<file path="src/rtl/muldiv_unit.sv">
// Iterative RV32M/RV64M multiply/divide unit: radix-2^MUL_STEP shift-add multiply,
// restoring divide, valid/ready on both sides and a kill input for pipeline flushes.
module muldiv_unit #(
    parameter int XLEN     = 32,
    parameter int MUL_STEP = 2
) (
    input  logic            clk,
    input  logic            reset_n,
    input  logic            req_valid,
    output logic            req_ready,
    input  logic [2:0]      req_op,
    input  logic [XLEN-1:0] req_a,
    input  logic [XLEN-1:0] req_b,
    input  logic            kill,
    output logic            resp_valid,
    input  logic            resp_ready,
    output logic [XLEN-1:0] resp_data,
    output logic            busy
);

    localparam int CW       = $clog2(XLEN);
    localparam int MUL_ITER = XLEN / MUL_STEP;
    localparam logic [CW-1:0]   MUL_LAST = CW'(MUL_ITER - 1);
    localparam logic [CW-1:0]   DIV_LAST = CW'(XLEN - 1);
    localparam logic [CW-1:0]   CNT_ONE  = CW'(1);
    localparam logic [XLEN-1:0] ZERO_X   = {XLEN{1'b0}};
    localparam logic [XLEN-1:0] ONES_X   = {XLEN{1'b1}};
    localparam logic [XLEN-1:0] MIN_X    = {1'b1, {(XLEN-1){1'b0}}};

    localparam logic [2:0] OP_MUL    = 3'd0;
    localparam logic [2:0] OP_MULH   = 3'd1;
    localparam logic [2:0] OP_MULHSU = 3'd2;

    typedef enum logic [1:0] {ST_IDLE, ST_MUL, ST_DIV, ST_DONE} state_t;

    state_t state_r, state_s;

    logic [2:0]        op_r;
    logic [CW-1:0]     cnt_r;
    logic [2*XLEN-1:0] acc_r, mcand_r;
    logic [XLEN-1:0]   mplier_r;
    logic              bsign_r;
    logic [XLEN-1:0]   rem_r, dvd_r, dvsr_r;
    logic              neg_q_r, neg_r_r, special_r;
    logic [XLEN-1:0]   special_res_r;
    logic              resp_valid_r;
    logic [XLEN-1:0]   resp_data_r;

    logic              accept_s, finish_s;
    logic              a_sgn_s, b_sgn_s, div_sgn_s, a_neg_s, b_neg_s;
    logic [2*XLEN-1:0] a_ext_s;
    logic [XLEN-1:0]   a_mag_s, b_mag_s;
    logic              spec_s;
    logic [XLEN-1:0]   spec_res_s;
    logic [2*XLEN-1:0] pp_s, mul_acc_s, mcand_nxt_s, mul_fix_s;
    logic [XLEN-1:0]   mul_res_s;
    logic [XLEN:0]     rem_sh_s, diff_s;
    logic              qbit_s;
    logic [XLEN-1:0]   rem_nxt_s, quo_nxt_s, quo_fix_s, rem_fix_s, div_res_s;

    assign req_ready  = (state_r == ST_IDLE) && reset_n;
    assign busy       = (state_r != ST_IDLE);
    assign resp_valid = resp_valid_r;
    assign resp_data  = resp_data_r;

    assign accept_s = req_valid && req_ready && !kill;
    assign finish_s = !kill &&
                      (((state_r == ST_MUL) && (cnt_r == MUL_LAST)) ||
                       ((state_r == ST_DIV) && (special_r || (cnt_r == DIV_LAST))));

    // Operand conditioning at the accepting edge: extension, magnitudes, special cases
    assign a_sgn_s   = (req_op == OP_MULH) || (req_op == OP_MULHSU);
    assign b_sgn_s   = (req_op == OP_MULH);
    assign a_ext_s   = a_sgn_s ? {{XLEN{req_a[XLEN-1]}}, req_a} : {ZERO_X, req_a};
    assign div_sgn_s = !req_op[0];
    assign a_neg_s   = div_sgn_s && req_a[XLEN-1];
    assign b_neg_s   = div_sgn_s && req_b[XLEN-1];
    assign a_mag_s   = a_neg_s ? (ZERO_X - req_a) : req_a;
    assign b_mag_s   = b_neg_s ? (ZERO_X - req_b) : req_b;

    // Divide-by-zero and signed overflow results, resolved without iterating
    always_comb begin
        spec_s     = 1'b0;
        spec_res_s = ZERO_X;
        if (req_b == ZERO_X) begin
            spec_s     = 1'b1;
            spec_res_s = req_op[1] ? req_a : ONES_X;
        end else if (div_sgn_s && (req_a == MIN_X) && (req_b == ONES_X)) begin
            spec_s     = 1'b1;
            spec_res_s = req_op[1] ? ZERO_X : req_a;
        end else begin
            spec_s     = 1'b0;
            spec_res_s = ZERO_X;
        end
    end

    // One multiply iteration: add the partial product of the low multiplier digit
    always_comb begin
        pp_s = {(2*XLEN){1'b0}};
        for (int i = 0; i < MUL_STEP; i++) begin
            if (mplier_r[i]) begin
                pp_s = pp_s + (mcand_r << i);
            end else begin
                pp_s = pp_s;
            end
        end
    end

    // A signed multiplier's MSB weighs -2^(XLEN-1): subtract a<<XLEN on the last step
    assign mul_acc_s   = acc_r + pp_s;
    assign mcand_nxt_s = mcand_r << MUL_STEP;
    assign mul_fix_s   = bsign_r ? (mul_acc_s - mcand_nxt_s) : mul_acc_s;
    assign mul_res_s   = (op_r == OP_MUL) ? mul_fix_s[XLEN-1:0] : mul_fix_s[2*XLEN-1:XLEN];

    assign rem_sh_s  = {rem_r, dvd_r[XLEN-1]};
    assign diff_s    = rem_sh_s - {1'b0, dvsr_r};
    assign qbit_s    = !diff_s[XLEN];
    assign rem_nxt_s = qbit_s ? diff_s[XLEN-1:0] : rem_sh_s[XLEN-1:0];
    assign quo_nxt_s = {dvd_r[XLEN-2:0], qbit_s};
    assign quo_fix_s = neg_q_r ? (ZERO_X - quo_nxt_s) : quo_nxt_s;
    assign rem_fix_s = neg_r_r ? (ZERO_X - rem_nxt_s) : rem_nxt_s;
    assign div_res_s = op_r[1] ? rem_fix_s : quo_fix_s;

    // FSM state register
    always_ff @(posedge clk) begin
        if (!reset_n) begin
            state_r <= ST_IDLE;
        end else begin
            state_r <= state_s;
        end
    end

    // FSM next-state; kill wins over every other transition
    always_comb begin
        state_s = state_r;
        case (state_r)
            ST_IDLE: begin
                if (accept_s) begin
                    state_s = req_op[2] ? ST_DIV : ST_MUL;
                end else begin
                    state_s = ST_IDLE;
                end
            end
            ST_MUL: begin
                if (kill) begin
                    state_s = ST_IDLE;
                end else if (cnt_r == MUL_LAST) begin
                    state_s = ST_DONE;
                end else begin
                    state_s = ST_MUL;
                end
            end
            ST_DIV: begin
                if (kill) begin
                    state_s = ST_IDLE;
                end else if (special_r || (cnt_r == DIV_LAST)) begin
                    state_s = ST_DONE;
                end else begin
                    state_s = ST_DIV;
                end
            end
            ST_DONE: begin
                if (kill || resp_ready) begin
                    state_s = ST_IDLE;
                end else begin
                    state_s = ST_DONE;
                end
            end
            default: state_s = ST_IDLE;
        endcase
    end

    // Datapath: operand latch on accept, iteration updates, registered response
    always_ff @(posedge clk) begin
        if (!reset_n) begin
            op_r          <= 3'd0;
            cnt_r         <= {CW{1'b0}};
            acc_r         <= {(2*XLEN){1'b0}};
            mcand_r       <= {(2*XLEN){1'b0}};
            mplier_r      <= ZERO_X;
            bsign_r       <= 1'b0;
            rem_r         <= ZERO_X;
            dvd_r         <= ZERO_X;
            dvsr_r        <= ZERO_X;
            neg_q_r       <= 1'b0;
            neg_r_r       <= 1'b0;
            special_r     <= 1'b0;
            special_res_r <= ZERO_X;
            resp_valid_r  <= 1'b0;
            resp_data_r   <= ZERO_X;
        end else begin
            if (accept_s) begin
                op_r          <= req_op;
                cnt_r         <= {CW{1'b0}};
                acc_r         <= {(2*XLEN){1'b0}};
                mcand_r       <= a_ext_s;
                mplier_r      <= req_b;
                bsign_r       <= b_sgn_s && req_b[XLEN-1];
                rem_r         <= ZERO_X;
                dvd_r         <= a_mag_s;
                dvsr_r        <= b_mag_s;
                neg_q_r       <= a_neg_s ^ b_neg_s;
                neg_r_r       <= a_neg_s;
                special_r     <= spec_s;
                special_res_r <= spec_res_s;
            end else if ((state_r == ST_MUL) && !kill) begin
                acc_r    <= mul_acc_s;
                mcand_r  <= mcand_nxt_s;
                mplier_r <= mplier_r >> MUL_STEP;
                cnt_r    <= (cnt_r == MUL_LAST) ? cnt_r : (cnt_r + CNT_ONE);
            end else if ((state_r == ST_DIV) && !kill) begin
                rem_r <= rem_nxt_s;
                dvd_r <= quo_nxt_s;
                cnt_r <= (cnt_r == DIV_LAST) ? cnt_r : (cnt_r + CNT_ONE);
            end else begin
                cnt_r <= cnt_r;
            end

            if (finish_s) begin
                resp_valid_r <= 1'b1;
                if (state_r == ST_MUL) begin
                    resp_data_r <= mul_res_s;
                end else if (special_r) begin
                    resp_data_r <= special_res_r;
                end else begin
                    resp_data_r <= div_res_s;
                end
            end else if ((state_r == ST_DONE) && (kill || resp_ready)) begin
                resp_valid_r <= 1'b0;
            end else begin
                resp_valid_r <= resp_valid_r;
            end
        end
    end

endmodule

</file>
<file path="config.mk">
export PLATFORM = sky130hd
export DESIGN_NAME = muldiv_unit
export DESIGN_NICKNAME = d
export VERILOG_FILES = /design/src/rtl/muldiv_unit.sv
export SDC_FILE = /design/constraint.sdc
export NUM_CORES = 2
export LEC_CHECK = 0
export ABC_AREA = 1
export ABC_CLOCK_PERIOD_IN_PS = 8490
export CORE_MARGIN = 10
export CORE_UTILIZATION = 66
export CTS_CLUSTER_DIAMETER = 150
export DETAILED_ROUTE_END_ITERATION = 8
export DONT_BUFFER_PORTS = 1
export PLACE_DENSITY_LB_ADDON = 0.1
export SYNTH_ARGS = -nofsm -noshare
export SYNTH_HDL_FRONTEND = slang
export SYNTH_SLANG_ARGS = --single-unit
</file>
<file path="constraint.sdc">
create_clock -name clk -period 8.49 [get_ports clk]
set_input_delay 1.698 -clock clk [delete_from_list [all_inputs] [get_ports clk]]
set_output_delay 1.698 -clock clk [all_outputs]
set_load 0.02 [all_outputs]
</file>
* Word-level counts from Yosys, hierarchy flattened
Index checks and enable logic that the tools add are counted.
** Operators by class
- Reductions and logical operators :: 33
- Equal/unequal tests :: 12
- Multiplexer cells :: 40
- Bitwise gates (word level) :: 3
- $add $sub $neg :: 9
** Operator list (count)
- two-way mux 32 bit :: 18
- two-way mux 64 bit :: 6
- adder 64 bit :: 2
- subtractor 1 x 32 -> 32 bit (first input constant) :: 4
- == test 32 bit (second input constant) :: 2
- subtractor 64 bit :: 1
- subtractor 33 x 32 -> 33 bit :: 1
- logical NOT 32 bit :: 1
- two-way mux 5 bit :: 4
- logical AND 1 bit :: 14
- two-way mux 2 bit :: 6
- nonzero test 2 bit :: 5
- one-hot mux 2 bit (4 select lines) :: 1
- adder 5 x 1 -> 5 bit (second input constant) :: 1
- == test 5 x 4 -> 1 bit (second input constant) :: 1
- == test 5 bit (second input constant) :: 1
- two-way mux 1 bit :: 5
- == test 2 bit (second input constant) :: 2
- logical OR 1 bit :: 4
- != test 2 bit (second input constant) :: 2
- AND reduction 2 bit :: 2
- == test 3 x 1 -> 1 bit (second input constant) :: 1
- == test 3 x 2 -> 1 bit (second input constant) :: 1
- logical NOT 1 bit :: 3
- other kinds (8) :: 9
** Storage, ports and cells
- Word-level logic and storage cells :: 113
- Flip-flop bits (word level) :: 335
- Input bits :: 72
- Output and inout bits :: 35

* Logic depth before layout (Yosys ltp)
- Depth in word-level cells :: 8
- Mapped depth :: 54
- Gate-level depth less buffers :: 49

* Least setup slack after synthesis
OpenSTA, ideal clock, no wires.
- Path type :: reg2reg
- Start :: register mplier_r[0]
- End :: register resp_data_r[26] (netlist: resp_data[26])
- Cell stages (with the launch flop) :: 51
- Buffers on the path :: 5
- Slack :: 1.619 ns
- Arrival time :: 6.815 ns
- Data required time :: 8.434 ns
- Cells stage by stage :: dfxtp_1 -> buf_6 -> buf_6 -> buf_6 -> clkbuf_1 -> buf_1 -> nand2_1 -> inv_1 -> ha_1 -> fa_1 -> nand3_1 -> nor2_1 -> nor2_1 -> nor2_1 -> nand2_1 -> nand2_1 -> inv_1 -> nor2_1 -> [... 15 more ...] -> ha_1 -> nand2_1 -> nor2_1 -> inv_1 -> nor4_1 -> nand3_1 -> nand3_1 -> nand2_1 -> nand2_1 -> a21oi_1 -> or2_2 -> nand3_1 -> o211ai_1 -> o21ai_0 -> nand2_1 -> nand3_1 -> nand2_1 -> inv_1
** On the way
- Cells in the longest elaborated chain, start to end :: 8
** RTL lines
- from (decl) :: line 41 : logic [XLEN-1:0] mplier_r;
- from (signal assigned) :: line 197 : mplier_r <= req_b;
- from (signal assigned) :: line 209 : mplier_r <= mplier_r >> MUL_STEP;
- two-way mux 64 bit (*) :: line 101 : if (mplier_r[i]) begin
- adder 64 bit :: line 102 : pp_s = pp_s + (mcand_r << i);
- two-way mux 64 bit (*) :: line 101
- adder 64 bit (*) :: line 110 : assign mul_acc_s = acc_r + pp_s;
- via mul_acc_s[45] :: line 55 : logic [2*XLEN-1:0] pp_s, mul_acc_s, mcand_nxt_s, mul_fix_s;
- subtractor 64 bit (*) :: line 112 : assign mul_fix_s = bsign_r ? (mul_acc_s - mcand_nxt_s) : mul_acc_s;
- two-way mux 64 bit (*) :: line 112
- two-way mux 32 bit (*) :: line 113 : assign mul_res_s = (op_r == OP_MUL) ? mul_fix_s[XLEN-1:0] : mul_fix_s[2*XLEN-1:XLEN];
- two-way mux 32 bit (*) :: line 221 : if (state_r == ST_MUL) begin
- to (signal assigned) :: line 222 : resp_data_r <= mul_res_s;
- to (signal assigned) :: line 224 : resp_data_r <= special_res_r;
- to (signal assigned) :: line 226 : resp_data_r <= div_res_s;
- to (decl) :: line 47 : logic [XLEN-1:0] resp_data_r;
The timed path passes the listed nets; every way through them passes the cells marked *.
A chain may end at the register's enable or synchronous reset.

* Final worst setup path
- Start :: register mplier_r[0]
- End :: register resp_data_r[10] (netlist: resp_data[10])
Same word-level chain as after synthesis.

==> parameters.txt <==
Parameter                              Value

Global routing
  First-pass GRT wire length ... 212000 um
  Remaining Overflow, GRT ... 0
  Antenna violations before repair ... 12
  Global routing usage summed across all routing layers ... 44.0%
  Pin count of the biggest net entering global routing ... ~120
  Via count of the first global-routing pass ... 36600

STA
  Final setup viols ... 0
  Pins Over Slew Limit ... 0
  Worst Max-Slew Pin Slew ... 1280 ps
  Ratio of final minimum period to clock period ... 98.1%
  Final worst path period need ... 8330 ps
  Setup TNS ... 0 ps
  Setup repair after global routing missed its margin ... yes
  Slew Limit Headroom ... 15.0%
  Fin. Hold Viols ... 0
  Max Clk Rate ... around 0.12 GHz
  Largest clock skew in the final design ... 13.6 ps

Yosys
  Async set-reset flop share out of synthesis ... 0%
  Post-synth top area share ... between 15 and 20%
  Synthesis-stage register bit count ... 335
  Count of different cell masters after synthesis ... 70
  Instance count of the mapped netlist ... ~5800
  Avg Inst Size Synth ... 5.87 um2
  Top post-synthesis cells by area ... sky130_fd_sc_hd__dfxtp_1, sky130_fd_sc_hd__nand2_1, sky130_fd_sc_hd__inv_1
  Syn_nets ... 6091
  Post-synth EDFFs ... 0
  Netlist Area Pre-Place ... 34100 um2
  Top_reg_cell synth ... sky130_fd_sc_hd__dfxtp_1
  Sequential area share after synthesis ... between 10% and 20%
  Biggest area consumer among synthesized cells ... sky130_fd_sc_hd__dfxtp_1
  Count of synthesis-stage warnings from yosys ... 0

Placed design
  IO buf count ... 0
  Placed Cells ... 6357
  HPWL after detailed placement ... 110000 um
  Gp weighted congestion ... 1.09

Floorplanning
  Width of the die ... 247 um
  Y dimension of the die ... 247 um
  Core region area ... just over 50000 um2
  Number of standard-cell rows in the floorplan ... 83
  Io pins ... 107
  Starting density of the core ... ~67%
  Overall die area ... 61200 um2

Critical path
  Critical-path cell with the highest stage delay ... sky130_fd_sc_hd__xor2_1
  Largest fanout on the critical path ... 52
  Data required time at the worst endpoint ... ~9000 ps
  Delay of the slowest cell on the worst path ... 520 ps
  WP data arrival ... 8860 ps
  Cell repeated most along the worst path ... sky130_fd_sc_hd__a21oi_1
  Crit path kind ... reg2reg
  Crit path capture type ... flop
  Sort of element at the start of the critical path ... flop

Route
  Number of detailed-route iterations in the first pass ... 9
  Wirelength, routed ... 140000 um
  Post-DR wirelength/cell ... 21.8 um
  DR DRC count ... 5
  Total number of vias ... about 40000
  Initial DRC count ... 6048
  Average via count per standard cell ... 6.37
  Antenna viol nets, final ... 0

Final layout
  Final nets ... about 6000
  Most common cell after layout, fill and taps aside ... sky130_fd_sc_hd__nand2_1
  Post-route non-filler standard cell count ... 6436
  Most frequent cells in the layout ... sky130_fd_sc_hd__nand2_1, sky130_fd_sc_hd__inv_1, sky130_fd_sc_hd__a21oi_1
  Area growth syn-to-layout ... 6.46%
  Fraction of final layout cells with drive strength greater than 1 ... 4.92%

Pwr
  Leakage ... 18.3 nW
  Power density of the placed cells ... 155 nW/um2
  Power after layout ... ~0.0056 W
  Worst-case vdd ir drop ... 0.199 mV

Clock network
  Maximum number of buffers from clock root to sink ... 3
  CTS Buf Count ... ~40
  Worst-skew pair later-pin latency ... 590 ps
  Clock slew seen by the registers of the worst setup and hold paths ... 60 ps
  Cts hold-fix bufs ... 0
  Count of clock tree sinks ... 335
  Setup repair bufs after CTS ... 0
  H-tree levels ... 2
  Root cell of the clock tree ... sky130_fd_sc_hd__clkbuf_16
  TritonCTS clock tree ... done
  Count of cells resized by post-cts repair ... 0

Worst hold path
  Class of the most critical hold timing path ... reg2reg

Run status
  Violations in the final reports ... design-rule violations
  Outcome ... complete, but fails checks

Job
  Max-cap viol count ... 0
==> per-stage QoR <==
| step | instance area [um2] | util (%) | hold WS [ps] | setup WS [ps] |
|---|---|---|---|---|
| final | 36300 | 70.9 | 467 | 164 |
| after global routing | 36300 | 70.9 | 489 | -41.8 |
| after global placement | 34700 | 67.8 | 447 | 361 |
| after detailed placement | 34700 | 67.8 | 455 | 355 |
| after floorplan | 34100 | - | 420 | 1620 |
| after CTS | 36300 | 70.9 | 466 | 320 |
==> synthesized netlist by cell type, types with 8 or more instances <==
| cell type | n |
|---|---|
| sky130_fd_sc_hd__a211oi_1 | 9 |
| sky130_fd_sc_hd__a21o_1 | 26 |
| sky130_fd_sc_hd__a21oi_1 | 604 |
| sky130_fd_sc_hd__a21oi_2 | 9 |
| sky130_fd_sc_hd__a221oi_1 | 30 |
| sky130_fd_sc_hd__a22oi_1 | 12 |
| sky130_fd_sc_hd__a31oi_1 | 87 |
| sky130_fd_sc_hd__and3_1 | 8 |
| sky130_fd_sc_hd__buf_1 | 21 |
| sky130_fd_sc_hd__buf_2 | 12 |
| sky130_fd_sc_hd__buf_6 | 10 |
| sky130_fd_sc_hd__clkbuf_1 | 153 |
| sky130_fd_sc_hd__clkinv_1 | 8 |
| sky130_fd_sc_hd__dfxtp_1 | 335 |
| sky130_fd_sc_hd__ha_1 | 209 |
| sky130_fd_sc_hd__inv_1 | 915 |
| sky130_fd_sc_hd__inv_2 | 9 |
| sky130_fd_sc_hd__nand2_1 | 1296 |
| sky130_fd_sc_hd__nand2_2 | 27 |
| sky130_fd_sc_hd__nand3_1 | 302 |
| sky130_fd_sc_hd__nand3b_1 | 19 |
| sky130_fd_sc_hd__nand4_1 | 44 |
| sky130_fd_sc_hd__nor2_1 | 548 |
| sky130_fd_sc_hd__nor2_2 | 13 |
| sky130_fd_sc_hd__nor3_1 | 67 |
| sky130_fd_sc_hd__nor4_1 | 21 |
| sky130_fd_sc_hd__o211ai_1 | 68 |
| sky130_fd_sc_hd__o21a_1 | 17 |
| sky130_fd_sc_hd__o21ai_0 | 532 |
| sky130_fd_sc_hd__o21ai_1 | 28 |
| sky130_fd_sc_hd__o21bai_1 | 89 |
| sky130_fd_sc_hd__o221ai_1 | 17 |
| sky130_fd_sc_hd__or2_2 | 25 |
| sky130_fd_sc_hd__xnor2_1 | 47 |
| sky130_fd_sc_hd__xor2_1 | 95 |
==> flip-flops by register name, indices dropped and copies added (netlist names) <==
signal         flops
op_r               3
mcand_r           64
dvd_r             32
neg_q_r            1
state_r            2
dvsr_r            32
mplier_r          32
special_res_r     32
resp_valid         1
resp_data         32
cnt_r              5
neg_r_r            1
acc_r             64
bsign_r            1
rem_r             32
special_r          1
==> power breakdown <==
part	leakage (nW)	internal [W]	switching (W)	total [W]
combinational	14.8	0.000553	0.00132	0.00187
sequential	2.72	0.00163	0.0000596	0.00168
clock	0.759	0.00127	0.000796	0.00207
total	18.3	0.00345	0.00217	0.00562
==> worst paths after layout <==
path	slack (ps)	startpoint	end	depth (start not counted)
min reg2reg	470	op_r[2]$_SDFFE_PN0P_	op_r[2]$_SDFFE_PN0P_	2
max reg2reg	160	mplier_r[0]$_SDFFE_PN0P_	resp_data[10]$_SDFFE_PN0P_	42
min	470	op_r[2]$_SDFFE_PN0P_	op_r[2]$_SDFFE_PN0P_	2
max	160	mplier_r[0]$_SDFFE_PN0P_	resp_data[10]$_SDFFE_PN0P_	42
==> critical path, delay by kind of cell, from the launching register on <==
| family | cells | cell delay [ps] |
|---|---|---|
| AOI/OAI and AO/OA | 19 | 4100 |
| xor gates and xnor gates | 2 | 660 |
| adders and majority gates | 2 | 780 |
| buffers and inverters | 9 | 1050 |
| DFF | 1 | 370 |
| and+or+nand+nor | 10 | 1300 |
==> final cells by class <==
type | instances | area, um2
Antenna cell | 4 | 10.0
Clock buffer | 56 | 1250
Clock inverter | 19 | 313
Fill cell | 4626 | 14900
Inverter | 932 | 3500
Multi-Input combinational cell | 4339 | 23100
Sequential cell | 335 | 6710
Tap cell | 680 | 851
Timing Repair Buffer | 71 | 546
==> routing by layer <==
metal	global-route usage (%)	wire length, um	vias up
li1	-	-	19000
met1	57.2	53800	18500
met2	61.9	55100	2967
met3	18.3	23700	516
met4	20.6	7790	16
met5	0	128	-
==> logic make-up (layout without fill, tap and decap cells) <==
logic type               count (synthesis)  count (layout)  share of synthesized area [%]
XOR/XNOR                               142             142                           3.65
other                                    0               4                              0
flip-flops                             335             335                           19.7
AND/OR/NAND/NOR                       2402            2402                           29.6
buffers and inverters                 1132            1078                           12.8
AO/OA/AOI/OAI                         1582            1582                           26.4
adder cells (fa/ha/maj)                213             213                           7.90
(Power assumes the default switching activity.)
